==> src/rtl/morse_tx_fsm.sv <==
// Morse transmitter: takes one character code per handshake, keys its dot/dash pattern
// on key_out and emits the matching 2-bit symbol stream for the receive/decode FSM.
module morse_tx_fsm #(
  parameter int UNIT_CYCLES = 4,
  parameter int CNT_W       = 24
) (
  input  logic       clk,
  input  logic       rst,
  input  logic [7:0] char_in,
  input  logic       char_valid,
  output logic       char_ready,
  output logic       key_out,
  output logic [1:0] sym_out,
  output logic       sym_strobe,
  output logic       busy,
  output logic       bad_char
);

  localparam logic [1:0] IDLE  = 2'd0;
  localparam logic [1:0] MARK  = 2'd1;
  localparam logic [1:0] SPACE = 2'd2;
  localparam logic [1:0] CGAP  = 2'd3;

  // Timer reload values are "duration - 1" because the timer expires on reaching zero.
  localparam logic [CNT_W-1:0] DOT_LOAD  = CNT_W'(UNIT_CYCLES - 1);
  localparam logic [CNT_W-1:0] DASH_LOAD = CNT_W'(3 * UNIT_CYCLES - 1);
  localparam logic [CNT_W-1:0] GAP_LOAD  = CNT_W'(2 * UNIT_CYCLES - 1);

  logic [1:0]       state;
  logic [CNT_W-1:0] cnt;
  logic [4:0]       pat;
  logic [2:0]       len;
  logic [2:0]       idx;
  logic [2:0]       idx_next;

  logic [2:0]       rom_len;
  logic [4:0]       rom_pat;
  logic             rom_valid;

  // Pattern is LSB-first (bit 0 = first element), 1 = dash; len 0 marks an unmapped code.
  always_comb begin
    rom_len = 3'd0;
    rom_pat = 5'b00000;
    case (char_in)
      8'h00: begin rom_len = 3'd2; rom_pat = 5'b00010; end // a .-
      8'h01: begin rom_len = 3'd4; rom_pat = 5'b00001; end // b -...
      8'h02: begin rom_len = 3'd4; rom_pat = 5'b00101; end // c -.-.
      8'h03: begin rom_len = 3'd3; rom_pat = 5'b00001; end // d -..
      8'h04: begin rom_len = 3'd1; rom_pat = 5'b00000; end // e .
      8'h05: begin rom_len = 3'd4; rom_pat = 5'b00100; end // f ..-.
      8'h06: begin rom_len = 3'd3; rom_pat = 5'b00011; end // g --.
      8'h07: begin rom_len = 3'd4; rom_pat = 5'b00000; end // h ....
      8'h08: begin rom_len = 3'd2; rom_pat = 5'b00000; end // i ..
      8'h09: begin rom_len = 3'd4; rom_pat = 5'b01110; end // j .---
      8'h0a: begin rom_len = 3'd3; rom_pat = 5'b00101; end // k -.-
      8'h0b: begin rom_len = 3'd4; rom_pat = 5'b00010; end // l .-..
      8'h0c: begin rom_len = 3'd2; rom_pat = 5'b00011; end // m --
      8'h0d: begin rom_len = 3'd2; rom_pat = 5'b00001; end // n -.
      8'h0e: begin rom_len = 3'd3; rom_pat = 5'b00111; end // o ---
      8'h0f: begin rom_len = 3'd4; rom_pat = 5'b00110; end // p .--.
      8'h10: begin rom_len = 3'd4; rom_pat = 5'b01011; end // q --.-
      8'h11: begin rom_len = 3'd3; rom_pat = 5'b00010; end // r .-.
      8'h12: begin rom_len = 3'd3; rom_pat = 5'b00000; end // s ...
      8'h13: begin rom_len = 3'd1; rom_pat = 5'b00001; end // t -
      8'h14: begin rom_len = 3'd3; rom_pat = 5'b00100; end // u ..-
      8'h15: begin rom_len = 3'd4; rom_pat = 5'b01000; end // v ...-
      8'h16: begin rom_len = 3'd3; rom_pat = 5'b00110; end // w .--
      8'h17: begin rom_len = 3'd4; rom_pat = 5'b01001; end // x -..-
      8'h18: begin rom_len = 3'd4; rom_pat = 5'b01101; end // y -.--
      8'h19: begin rom_len = 3'd4; rom_pat = 5'b00011; end // z --..
      8'h20: begin rom_len = 3'd5; rom_pat = 5'b11111; end // 0 -----
      8'h21: begin rom_len = 3'd5; rom_pat = 5'b11110; end // 1 .----
      8'h22: begin rom_len = 3'd5; rom_pat = 5'b11100; end // 2 ..---
      8'h23: begin rom_len = 3'd5; rom_pat = 5'b11000; end // 3 ...--
      8'h24: begin rom_len = 3'd5; rom_pat = 5'b10000; end // 4 ....-
      8'h25: begin rom_len = 3'd5; rom_pat = 5'b00000; end // 5 .....
      8'h26: begin rom_len = 3'd5; rom_pat = 5'b00001; end // 6 -....
      8'h27: begin rom_len = 3'd5; rom_pat = 5'b00011; end // 7 --...
      8'h28: begin rom_len = 3'd5; rom_pat = 5'b00111; end // 8 ---..
      8'h29: begin rom_len = 3'd5; rom_pat = 5'b01111; end // 9 ----.
      default: begin rom_len = 3'd0; rom_pat = 5'b00000; end
    endcase
  end

  assign rom_valid = (rom_len != 3'd0);
  assign idx_next  = idx + 3'd1;

  always_ff @(posedge clk or posedge rst) begin
    if (rst) begin
      state      <= IDLE;
      cnt        <= '0;
      pat        <= 5'b00000;
      len        <= 3'd0;
      idx        <= 3'd0;
      key_out    <= 1'b0;
      sym_out    <= 2'b00;
      sym_strobe <= 1'b0;
      busy       <= 1'b0;
      bad_char   <= 1'b0;
      char_ready <= 1'b1;
    end else begin
      sym_out    <= 2'b00;
      sym_strobe <= 1'b0;
      bad_char   <= 1'b0;
      case (state)
        IDLE: begin
          if (char_valid) begin
            if (rom_valid) begin
              pat        <= rom_pat;
              len        <= rom_len;
              idx        <= 3'd0;
              state      <= MARK;
              key_out    <= 1'b1;
              busy       <= 1'b1;
              char_ready <= 1'b0;
              cnt        <= rom_pat[0] ? DASH_LOAD : DOT_LOAD;
            end else begin
              bad_char <= 1'b1;
            end
          end
        end
        MARK: begin
          if (cnt == '0) begin
            state      <= SPACE;
            key_out    <= 1'b0;
            cnt        <= DOT_LOAD;
            sym_strobe <= 1'b1;
            sym_out    <= pat[idx] ? 2'b10 : 2'b01;
          end else begin
            cnt <= cnt - 1'b1;
          end
        end
        SPACE: begin
          if (cnt == '0) begin
            if (idx == len - 3'd1) begin
              state <= CGAP;
              cnt   <= GAP_LOAD;
            end else begin
              idx     <= idx_next;
              state   <= MARK;
              key_out <= 1'b1;
              cnt     <= pat[idx_next] ? DASH_LOAD : DOT_LOAD;
            end
          end else begin
            cnt <= cnt - 1'b1;
          end
        end
        default: begin
          // CGAP: the end-of-char strobe is raised as the timer enters its final cycle.
          if (cnt == '0) begin
            state      <= IDLE;
            busy       <= 1'b0;
            char_ready <= 1'b1;
          end else begin
            cnt <= cnt - 1'b1;
            if (cnt == CNT_W'(1)) begin
              sym_strobe <= 1'b1;
              sym_out    <= 2'b11;
            end
          end
        end
      endcase
    end
  end

endmodule

==> config.mk <==
export PLATFORM = sky130hd
export DESIGN_NAME = morse_tx_fsm
export DESIGN_NICKNAME = d
export VERILOG_FILES = /design/src/rtl/morse_tx_fsm.sv
export SDC_FILE = /design/constraint.sdc
export NUM_CORES = 1
export LEC_CHECK = 0
export BUFFER_PORTS_ARGS = -buffer_cell sky130_fd_sc_hd__clkbuf_2
export CORE_ASPECT_RATIO = 1.5
export CORE_MARGIN = 2
export CORE_UTILIZATION = 57
export DETAILED_ROUTE_END_ITERATION = 12
export HOLD_SLACK_MARGIN = 0.02
export PLACE_DENSITY = 0.79
export SYNTH_ARGS = -nofsm -noshare
export SYNTH_HDL_FRONTEND = slang
export SYNTH_SLANG_ARGS = --single-unit
==> constraint.sdc <==
create_clock -name clk -period 3.1 [get_ports clk]
set_clock_uncertainty 0.05 [all_clocks]
set_input_delay 0.31 -clock clk [delete_from_list [all_inputs] [get_ports clk]]
set_output_delay 0.31 -clock clk [all_outputs]
set_load 0.05 [all_outputs]
After elaboration in Yosys (flattened, before gate mapping)
Memories as Yosys holds them, arrays and structs flattened.
Index checks and enable logic that the tools add are counted.
Storage, ports and cells
  register bits: 44
  bits in read-only memories: 512
  input port bits: 11
  output and inout port bits: 7
  word-level logic and storage cells: 92
  memories kept: 1
Operators by class
  $add $sub $neg: 3
  $lt $le $gt $ge: 2
  equality and inequality tests: 10
  muxes and demuxes: 49
  bitwise gates (word level): 1
  reduce and logical (&&, ||, !) cells: 15
Memories
  (no name shown): depth 64, width 8, rd ports 1, clocked after Yosys merged registers in 0, wr ports 0, line 44  | case (char_in)
Operators with widths (number)
  24-bit 2-to-1 mux: 5
  24-bit one-hot mux with 3 select lines: 1
  24-bit by 1-bit equality test with 1-bit output, second input constant: 1
  24-bit logical NOT: 1
  24-bit by 1-bit subtractor with 24-bit output, second input constant: 1
  2-bit 2-to-1 mux: 10
  1-bit 2-to-1 mux: 16
  3-bit 2-to-1 mux: 4
  4-bit 2-to-1 mux: 3
  2-bit inequality test, second input constant: 5
  5-bit AND reduction: 2
  3-bit by 4-bit < comparator with 1-bit output, second input constant: 2
  8-bit 2-to-1 mux: 1
  1-bit binary-select mux with 3-bit select: 2
  1-bit one-hot mux with 2 select lines: 3
  2-bit one-hot mux with 3 select lines: 1
  3-bit one-hot mux with 2 select lines: 1
  3-bit AND reduction: 2
  6-bit AND reduction: 1
  3-bit nonzero test: 2
  2-bit logical NOT: 2
  4-bit by 1-bit inequality test with 1-bit output, second input constant: 1
  2-bit one-hot mux with 2 select lines: 1
  4-bit AND reduction: 1
  other kinds (9): 11

Longest topological paths before layout
Gate-level depths: netlist of the first run.
  depth after elaboration: 7
  gate-level depth with buffers: 11
  mapped depth without buffers: 9

Worst setup path after synthesis of the first run
Ideal clock, no wire load.
  kind: flip-flop to flip-flop
  start: reg cnt[0]
  end: reg cnt[20]
  arrival: 2.301 ns
  data required time: 2.920 ns
  slack: 0.618 ns
  stages on the path, launching flop included: 12
  path buffers: 2
  clock period less this slack: 2.482 ns
  cells stage by stage: dfrtp_1 inv_1 ha_1 or3b_1 nor4_4 nand3_4 or2_4 nand2_4 or2_1 buf_6 buf_12 o31ai_2
On the way
  word-level cells in the longest chain between the ends: 3
  elaborated cells between the ends (all ways): 8
  classes of those cells: add/sub (1); eq/ne (1); mux (4); reduce/logical (2)
RTL lines
  start: declaration: line 30  | logic [CNT_W-1:0] cnt;
  start signal: assignment: line 116  | cnt <= rom_pat[0] ? DASH_LOAD : DOT_LOAD;
  start signal: assignment: line 130  | cnt <= cnt - 1'b1;
  start signal: assignment: line 142  | cnt <= pat[idx_next] ? DASH_LOAD : DOT_LOAD;
  24-bit by 1-bit subtractor with 24-bit output / 24-bit logical NOT (equally long branches)
  24-bit 2-to-1 mux, or another cell as far along: line 150  | if (cnt == '0) begin
  24-bit one-hot mux with 3 select lines / 3-bit AND reduction (equally long branches)
Parallel ways exist; a longest one is shown, timed or not. The select of a mux whose other input is x is not followed.
A chain may end at the register's enable or synchronous reset.

Worst setup path in the final report of the first run
  start: reg cnt[0]
  end: reg cnt[8]
Same word-level chain as after synthesis.

==> impl_metrics.py, run 1 <==
metrics = {
    "outcome": {
        "outcome": "finished, final reports clean",
    },
    "critical_path": {
        "cp.arrival_ns": 2.94,
        "endpoint_kind": "register",
        "cp_max_fo": 12,
        "r2r_slack_ns": 0.29,
        "cp.required_ns": 3.23,
        "ff2ff_path_depth": 11,
        "critical_path_class": "register to register",
        "start_kind": "register",
    },
    "synthesis": {
        "synth-edff-count": 0,
        "syn_inst": 376,
        "synth_nets": 402,
        "ys_top_cells_by_area": "dfrtp_1, o21ai_0, nor2_1",
        "synth_top_cell_by_area": "dfrtp_1",
        "synth_top_area_share_pct": 33.2,
        "yosysMostFrequentCell": "nor2_1",
        "synth_common_cells": "nor2_1, dfrtp_1, o21ai_0",
        "synth_seq_area_share_pct": 34.0,
        "netlist_area_um2": 3240,
        "synth_cell_types": 65,
        "synthFlopType": "dfrtp_1",
        "syn_area_per_cell_um2": 8.63,
        "ys_ff_latch": 44,
        "async_reset_ff_share_pct": 100,
        "yosys_warnings": 0,
    },
    "worst_hold_path": {
        "min_path_type": "input port to register",
        "worstHoldPathCells": 2,
    },
    "placement": {
        "gp_congestion": 0.959,
        "numPortBuffers": 17,
        "dpl.hpwl_um": 5700,
        "dp_cells": 455,
    },
    "finish": {
        "diodes": 0,
        "area_delta_synth_final_pct": 9.22,
        "nNetsFinal": 422,
        "final_util_pct": 64.5,
        "layout-drive-gt1-share_pct": 17.1,
        "fin_cells": 467,
    },
    "floorplanning": {
        "die_h_um": 96.4,
        "die_area_um2": 6320,
        "core.rowCount": 33,
        "core_um2": 5490,
        "start_util_pct": 59.1,
        "ios": 18,
        "die_width_um": 65.6,
    },
    "clock_tree": {
        "clkLatencyLatePin_ns": 0.30,
        "clk_path_buf_depth": 2,
        "h-tree-depth": 2,
        "ctsResizeCount": 0,
        "clock_sinks": 44,
        "path_clk_slew_ns": 0.08,
        "cts_root_buf": "clkbuf_8",
        "cts_buffers": 5,
        "cts_tree": "yes",
    },
    "route": {
        "wirelength_um": 7650,
        "drc": 0,
        "avgViaCountPerCell": 6.18,
        "vias": 2888,
        "ant_nets": 0,
        "drt_pre_antenna_iters": 4,
        "first_iter_violations": 168,
        "wl_per_cell_um": 16.4,
    },
    "global_routing": {
        "grt_usage_pct": 25.7,
        "antenna_found_initial": 0,
        "grt_max_degree": 26,
        "grt_pass1_wl_um": 12600,
        "grt_pass1_vias": 2834,
        "grt-ovfl-total": 0,
    },
    "pwr": {
        "netSwitchingFraction_pct": 47.3,
        "power_frac_seq_pct": 28.3,
        "p_per_area_nw_per_um2": 918,
        "clock_power_share_pct": 13.3,
        "finalPower_w": 0.00325,
        "internal_power_w": 0.00172,
        "power.leakage_nw": 1.55,
        "p_comb_share_pct": 58.4,
        "p_sw_w": 0.00154,
        "peakVddDrop_mv": 0.397,
    },
    "sta": {
        "tns_ns": 0,
        "hold_ws_ns": 0.182,
        "tightest_slew_ns": 0.723,
        "hold_viol": 0,
        "fin_crit_ns": 2.81,
        "slew_headroom_pct": 51.5,
        "layout_worst_path_cycle_share_pct": 90.6,
        "max_freq_mhz": 356,
        "rsz0062_at_grt": "no",
        "setup_viol": 0,
        "slew_violations": 0,
    },
    "job": {
        "maxCapViolCount": 0,
    },
}
-- power groups by stage --
stage	registers [W]	logic, W	clock network (W)
6_report	0.000920	0.00190	0.000434
5_1_grt	0.000943	0.00208	0.000455
4_1_cts	0.000917	0.00180	0.000440
3_5_place_dp	0.000925	0.00178	0
3_3_place_gp	0.000918	0.00173	0
2_1_floorplan	0.000971	0.00135	0
-- per-stage QoR --
step | cell area [um^2] | worst slack (ns)
2_1_floorplan | 3240 | 0.618
3_3_place_gp | 3390 | 0.284
3_5_place_dp | 3390 | 0.202
4_1_cts | 3510 | 0.131
5_1_grt | 3540 | 0.123
6_report | 3540 | 0.291
-- what timing repair did --
item,CTS,global route
endpoints found under the setup margin,0,3
hold buffers,1,0
setup buffers,0,3
endpoints found under the hold margin,19,0
-- path summary, 6_finish.rpt --
check	from	end
worst max-delay path	cnt[0]	cnt[8]
worst min-delay path	char_in[6]	pat[1]
max in group asynchronous	rst	char_ready
worst max register to register	cnt[0]	cnt[8]
worst min register to register	len[1]	len[1]
min in group asynchronous	rst	cnt[16]
-- placed cells by master (no fill, tap or decap), types with 2 or more instances in the layout --
cell      count
or4_1         3
nor2b_1       5
nor4_1        6
buf_12        2
nand2_1      36
o41ai_1       7
nand2b_1      4
ha_1         15
a21oi_1      16
o21ai_0      40
nor2_1       51
o211ai_1      2
mux4_2        3
o21ai_1       7
xnor2_1       3
buf_4        11
clkbuf_8      5
o31ai_1       8
nand4_1       4
o31ai_2       3
dfrtp_1      43
o21ai_2       7
nor3b_1       4
a31oi_1       4
o22ai_1       2
nand3b_1      4
or3_1         6
a211o_1       2
or2_2         2
nor3_1        7
nand3_1      11
inv_1        17
mux2i_1       5
clkbuf_2     17
-- critical path, cell delays in order, from the launching register on --
cell and delay [ns]:
dfrtp_1 0.44, inv_1 0.12, ha_1 0.24, or3b_1 0.46, nor4_4 0.33, nand3_4 0.17, a21oi_4 0.19, buf_12 0.15
buf_4 0.17, a21oi_1 0.05, o21ai_0 0.24, o21ai_2 0.09
-- routing by layer --
metal  global-route usage (%)  part of all wire [%]  wire, um  vias to the layer above
li1                         -                     -         -                     1402
met3                     2.78                   1.9       143                       30
met5                        0                     0         0                        -
met2                     50.3                    57      4340                       57
met4                     15.8                   4.8       369                        0
met1                     25.2                    36      2790                     1399
-- flip-flops by register name (all words and copies together), names as in the netlist, 2 cells and up --
signal	count
pat	5
state	2
cnt	24
idx	3
sym_out	2
len	3
-- area by class of cell --
type                    count  area, um^2
well taps                  70        87.6
clock inverters             2        35.0
flip-flops and latches     44        1100
multi-input cells         296        1960
inverters                  18        67.6
clock buffers               6        72.6
fillers                   458        1950
repair buffers             31         218
-- cell families after synthesis --
group                      share of synthesized area, %
DFF                                                34.0
adders and majority gates                          5.78
buffers and inverters                              5.59
and+or+nand+nor                                    24.6
AOI/OAI and AO/OA                                  23.7
muxes                                              4.78
xor gates and xnor gates                           1.54
Note: power is estimated with default switching activity, not from simulation.
==> inputs of run 2 (changes only) <==
- CTS_BUF_LIST: default -> sky130_fd_sc_hd__clkbuf_16
==> run 2 against run 1 <==
  * Core utilization is 1.1 points higher
  * Via count increased by 0.69%
  * Largest cell class unchanged
  * Largest power group unchanged
  * Final cell count grew 0.43%
  * Highest routed layer unchanged
  * Critical path type unchanged
==> impl_metrics.py, run 2 (synthesis gave the netlist of run 1 again) <==
metrics = {
    "outcome": {
        "outcome": "finished, final reports clean",
    },
    "floorplanning": {
        "core_um2": 5490,
        "die_area_um2": 6320,
        "die_width_um": 65.6,
        "ios": 18,
        "die_h_um": 96.4,
        "core.rowCount": 33,
        "start_util_pct": 59.1,
    },
    "critical_path": {
        "endpoint_kind": "register",
        "r2r_start": "cnt[0]",
        "startpoint": "cnt[0]",
        "cp.required_ns": 3.20,
        "start_kind": "register",
        "cp.arrival_ns": 3.08,
        "cp_max_fo": 11,
        "critical_path_class": "register to register",
    },
    "worst_hold_path": {
        "min_path_type": "input port to register",
        "worstHoldStart": "char_in[7]",
    },
    "job": {
        "maxCapViolCount": 0,
    },
    "sta": {
        "fin_crit_ns": 2.98,
        "tns_ns": 0,
        "hold_viol": 0,
        "rsz0062_at_grt": "no",
        "slew_headroom_pct": 51.7,
        "hold_ws_ns": 0.197,
        "max_freq_mhz": 336,
        "tightest_slew_ns": 0.720,
        "setup_ws_ns": 0.124,
        "layout_worst_path_cycle_share_pct": 96.0,
        "setup_viol": 0,
        "slew_violations": 0,
    },
    "global_routing": {
        "grtUsageMet1_pct": 25.1,
        "use_met3_pct": 2.67,
        "grt_pass1_wl_um": 12600,
        "grt_use_met2_pct": 50.2,
        "grt-busiest-layer": "met2",
        "grt_max_degree": 26,
        "grt_usage_pct": 25.8,
        "grt_pass1_vias": 2863,
        "antenna_found_initial": 0,
        "grt-ovfl-total": 0,
    },
    "route": {
        "wirelength_um": 7630,
        "first_iter_violations": 182,
        "avgViaCountPerCell": 6.20,
        "vias": 2908,
        "drt_pre_antenna_iters": 4,
        "ant_nets": 0,
        "wl_per_cell_um": 16.3,
        "drc": 0,
    },
    "clock_tree": {
        "path_clk_slew_ns": 0.06,
        "clk_path_buf_depth": 2,
        "ctsResizeCount": 0,
        "h-tree-depth": 2,
        "clkLatencyLatePin_ns": 0.28,
        "cts_buffers": 5,
        "clock_sinks": 44,
        "cts_tree": "yes",
        "cts_root_buf": "clkbuf_16",
    },
    "finish": {
        "top_regs": "cnt x24, pat x5",
        "fillers": 446,
        "final_common_cell": "nor2_1",
        "nNetsFinal": 424,
        "diodes": 0,
        "layout_common_cells": "nor2_1, dfrtp_1, o21ai_0",
        "largest_register_ff_count": 24,
        "area_delta_synth_final_pct": 11.0,
        "regMostFlops": "cnt",
        "layout-drive-gt1-share_pct": 17.5,
    },
    "pwr": {
        "power.leakage_nw": 1.58,
        "peakVddDrop_mv": 0.422,
        "p_per_area_nw_per_um2": 943,
    },
    "placement": {
        "place_ws_ns": 0.202,
        "gp_congestion": 0.959,
        "dpl.hpwl_um": 5700,
        "numPortBuffers": 17,
    },
}
[run 2: cell types whose count changed in the layout (fill, tap and decap cells not counted)]
cell / change
clkbuf_16: +5
clkbuf_8: -5
inv_1: +1
buf_12: -1
buf_4: +3
clkbuf_1: -1
[run 2: where the power goes]
group	total, W	internal, W	switching [W]
combinational	0.00189	0.000732	0.00116
sequential	0.000919	0.000740	0.000179
clock	0.000587	0.000376	0.000211
[run 2: path summary, 6_finish.rpt]
| path | cells past startpoint | slack [ns] | to |
|---|---|---|---|
| worst min register to register | 2 | 0.43 | len[1] |
| worst max register to register | 10 | 0.12 | cnt[8] |
| max in group asynchronous | 4 | 1.71 | char_ready |
| worst min-delay path | 2 | 0.20 | pat[1] |
| min in group asynchronous | 3 | 0.54 | cnt[16] |
| worst max-delay path | 10 | 0.12 | cnt[8] |
[run 2: area by class of cell]
class                      instances  area [um^2]  area share (%)
clock inverter                     3         38.8            1.08
timing repair buffer              33          220            6.11
multi-input combinational        296         1960            54.4
clock buffer                       5          125            3.47
inverter                          18         67.6            1.88
sequential                        44         1100            30.6
tap                               70         87.6            2.43
[run 2: per-stage QoR]
stage,instance area [um^2],total power [W],std cells,utilization (%)
floorplan,3240,0.00232,376,-
global placement,3390,0.00265,455,61.7
finish,3600,0.00340,469,65.6
CTS,3560,0.00331,464,64.9
global route,3600,0.00363,469,65.6
detailed placement,3390,0.00270,455,61.7
[run 2: repair_timing]
action | 4_1_cts | 5_1_grt
endpoints found under the setup margin | 0 | 2
buffers inserted | 0 | 5
endpoints found under the hold margin | 19 | 0
hold buffers | 1 | 0
[run 2: layer usage]
metal / vias to the layer above / share of wire [%] / wire, um
met5: - / 0 / 0
met4: 0 / 6.0 / 460
met3: 34 / 2.1 / 161
met2: 66 / 56 / 4270
met1: 1396 / 36 / 2740
li1: 1412 / - / -
[run 2: critical path, cell delays in order (launching register included)]
cell     delay, ns
dfrtp_1       0.42
inv_1         0.12
ha_1          0.24
or3b_1        0.46
nor4_4        0.34
nand3_4       0.16
a21oi_4       0.37
buf_4         0.24
a21oi_1       0.05
o21ai_0       0.29
o21ai_2       0.10
==> inputs of run 3 (changes only) <==
- CELL_PAD_IN_SITES_DETAIL_PLACEMENT: default -> 0
- CELL_PAD_IN_SITES_GLOBAL_PLACEMENT: default -> 1
- CORE_UTILIZATION: 57 -> 49
- CTS_BUF_LIST: sky130_fd_sc_hd__clkbuf_16 -> sky130_fd_sc_hd__clkbuf_8
- PLACE_DENSITY: 0.79 -> 0.87
==> run 3 against run 2 <==
  * Setup slack better by 0.13 ns
  * Wire length down 0.98%
  * Critical path type unchanged
  * Die area up 15%
  * Sequential power about the same
==> impl_metrics.py, run 3 (synthesis gave the netlist of run 1 again) <==
metrics = {
    "outcome": {
        "outcome": "finished, final reports clean",
    },
    "global_routing": {
        "grt-ovfl-total": 0,
        "antenna_found_initial": 0,
        "grt_usage_pct": 22.2,
        "grt_pass1_vias": 2763,
        "grt_max_degree": 45,
        "grt_pass1_wl_um": 13200,
    },
    "finish": {
        "seq_area_um2": 1100,
        "area_delta_synth_final_pct": 7.67,
        "layout_common_cells": "nor2_1, dfrtp_1, o21ai_0",
        "regMostFlops": "cnt",
        "largest_register_ff_count": 24,
        "diodes": 0,
        "nNetsFinal": 420,
        "multi_input_area_um2": 1960,
        "layout-drive-gt1-share_pct": 17.5,
        "top_regs": "cnt x24, pat x5",
        "fin_cells": 471,
        "fillers": 611,
        "final_common_cell": "nor2_1",
    },
    "sta": {
        "hold_viol": 0,
        "setup_viol": 0,
        "max_freq_mhz": 351,
        "slew_headroom_pct": 38.3,
        "hold_ws_ns": 0.127,
        "tns_ns": 0,
        "layout_worst_path_cycle_share_pct": 91.8,
        "tightest_slew_ns": 0.926,
        "fin_crit_ns": 2.85,
        "slew_violations": 0,
        "rsz0062_at_grt": "no",
    },
    "clock_tree": {
        "clk_path_buf_depth": 2,
        "path_clk_slew_ns": 0.08,
        "post_cts_buffers": 0,
        "clock_sinks": 44,
        "h-tree-depth": 2,
        "cts_buffers": 5,
        "cts_tree": "yes",
        "clkLatencyLatePin_ns": 0.30,
        "cts_hold_buf": 0,
        "ctsResizeCount": 0,
        "cts_root_buf": "clkbuf_8",
    },
    "critical_path": {
        "start_kind": "register",
        "cp_max_fo": 19,
        "critical_path_class": "register to register",
        "endpoint_kind": "register",
        "cp.required_ns": 3.24,
        "cp.arrival_ns": 2.98,
    },
    "floorplanning": {
        "ios": 18,
        "die_h_um": 104,
        "die_area_um2": 7300,
        "core_um2": 6440,
        "core.rowCount": 36,
        "die_width_um": 70.4,
        "start_util_pct": 50.4,
    },
    "pwr": {
        "netSwitchingFraction_pct": 49.3,
        "power.leakage_nw": 1.53,
        "p_per_area_nw_per_um2": 887,
        "power_frac_seq_pct": 29.6,
        "internal_power_w": 0.00157,
        "clock_power_share_pct": 12.4,
        "p_comb_share_pct": 57.9,
        "peakVddDrop_mv": 0.380,
        "p_sw_w": 0.00153,
        "finalPower_w": 0.00310,
    },
    "placement": {
        "numPortBuffers": 17,
        "dp_cells": 463,
        "dpl.hpwl_um": 5680,
        "gp_congestion": 0.864,
    },
    "route": {
        "vias": 2843,
        "wl_per_cell_um": 16.0,
        "wirelength_um": 7560,
        "avgViaCountPerCell": 6.04,
        "drt_pre_antenna_iters": 4,
        "drc": 0,
        "ant_nets": 0,
        "first_iter_violations": 244,
    },
    "job": {
        "maxCapViolCount": 0,
    },
    "worst_hold_path": {
        "min_path_type": "input port to asynchronous set/reset pin",
    },
}
-- run 3: critical path, cell delays in order (launching register included) --
cell	delay [ns]
dfrtp_1	0.43
inv_1	0.10
ha_1	0.22
or3b_1	0.46
nor4_4	0.33
nand3_4	0.16
or2_4	0.30
nand2_4	0.16
or2_1	0.12
buf_4	0.28
o31ai_1	0.12
-- run 3: path summary, 6_finish.rpt --
check / cells after the start / slack [ns] / end / start
max in group asynchronous: 2 / 2.28 / sym_out[1] / rst
max: 10 / 0.25 / cnt[6] / cnt[0]
min reg2reg: 2 / 0.44 / len[1] / len[1]
min in group clk: 2 / 0.16 / pat[1] / char_in[6]
min: 2 / 0.13 / cnt[10] / rst
max reg2reg: 10 / 0.25 / cnt[6] / cnt[0]
-- run 3: layer usage --
layer / up-vias / GRT usage, % / part of all wire (%)
met3: 20 / 2.53 / 2.1
met2: 53 / 40.3 / 56
li1: 1402 / - / -
met1: 1368 / 25.0 / 38
met4: 0 / 11.0 / 3.5
met5: - / 0 / 0
-- run 3: area by class of cell --
class | count | share of cell area, %
Timing Repair Buffer | 29 | 5.01
Clock inverter | 2 | 0.287
Multi-Input combinational cell | 296 | 56.1
Inverter | 18 | 1.93
Clock buffer | 6 | 2.36
Tap cell | 76 | 2.72
Sequential cell | 44 | 31.6
-- run 3: stage by stage --
step	cell area [um^2]	setup slack (ns)	utilization, %
after floorplan	3240	0.618	-
after global placement	3400	0.211	52.8
after detailed placement	3400	0.125	52.8
after CTS	3490	0.246	54.2
after global routing	3490	0.0890	54.2
final	3490	0.253	54.2
-- run 3: power groups by stage --
stage                     registers [W]  logic [W]  clock network (W)
after global placement         0.000919    0.00176                  0
after floorplan                0.000971    0.00135                  0
after global routing           0.000950    0.00201           0.000413
after CTS                      0.000917    0.00179           0.000391
after detailed placement       0.000928    0.00179                  0
final                          0.000918    0.00179           0.000385
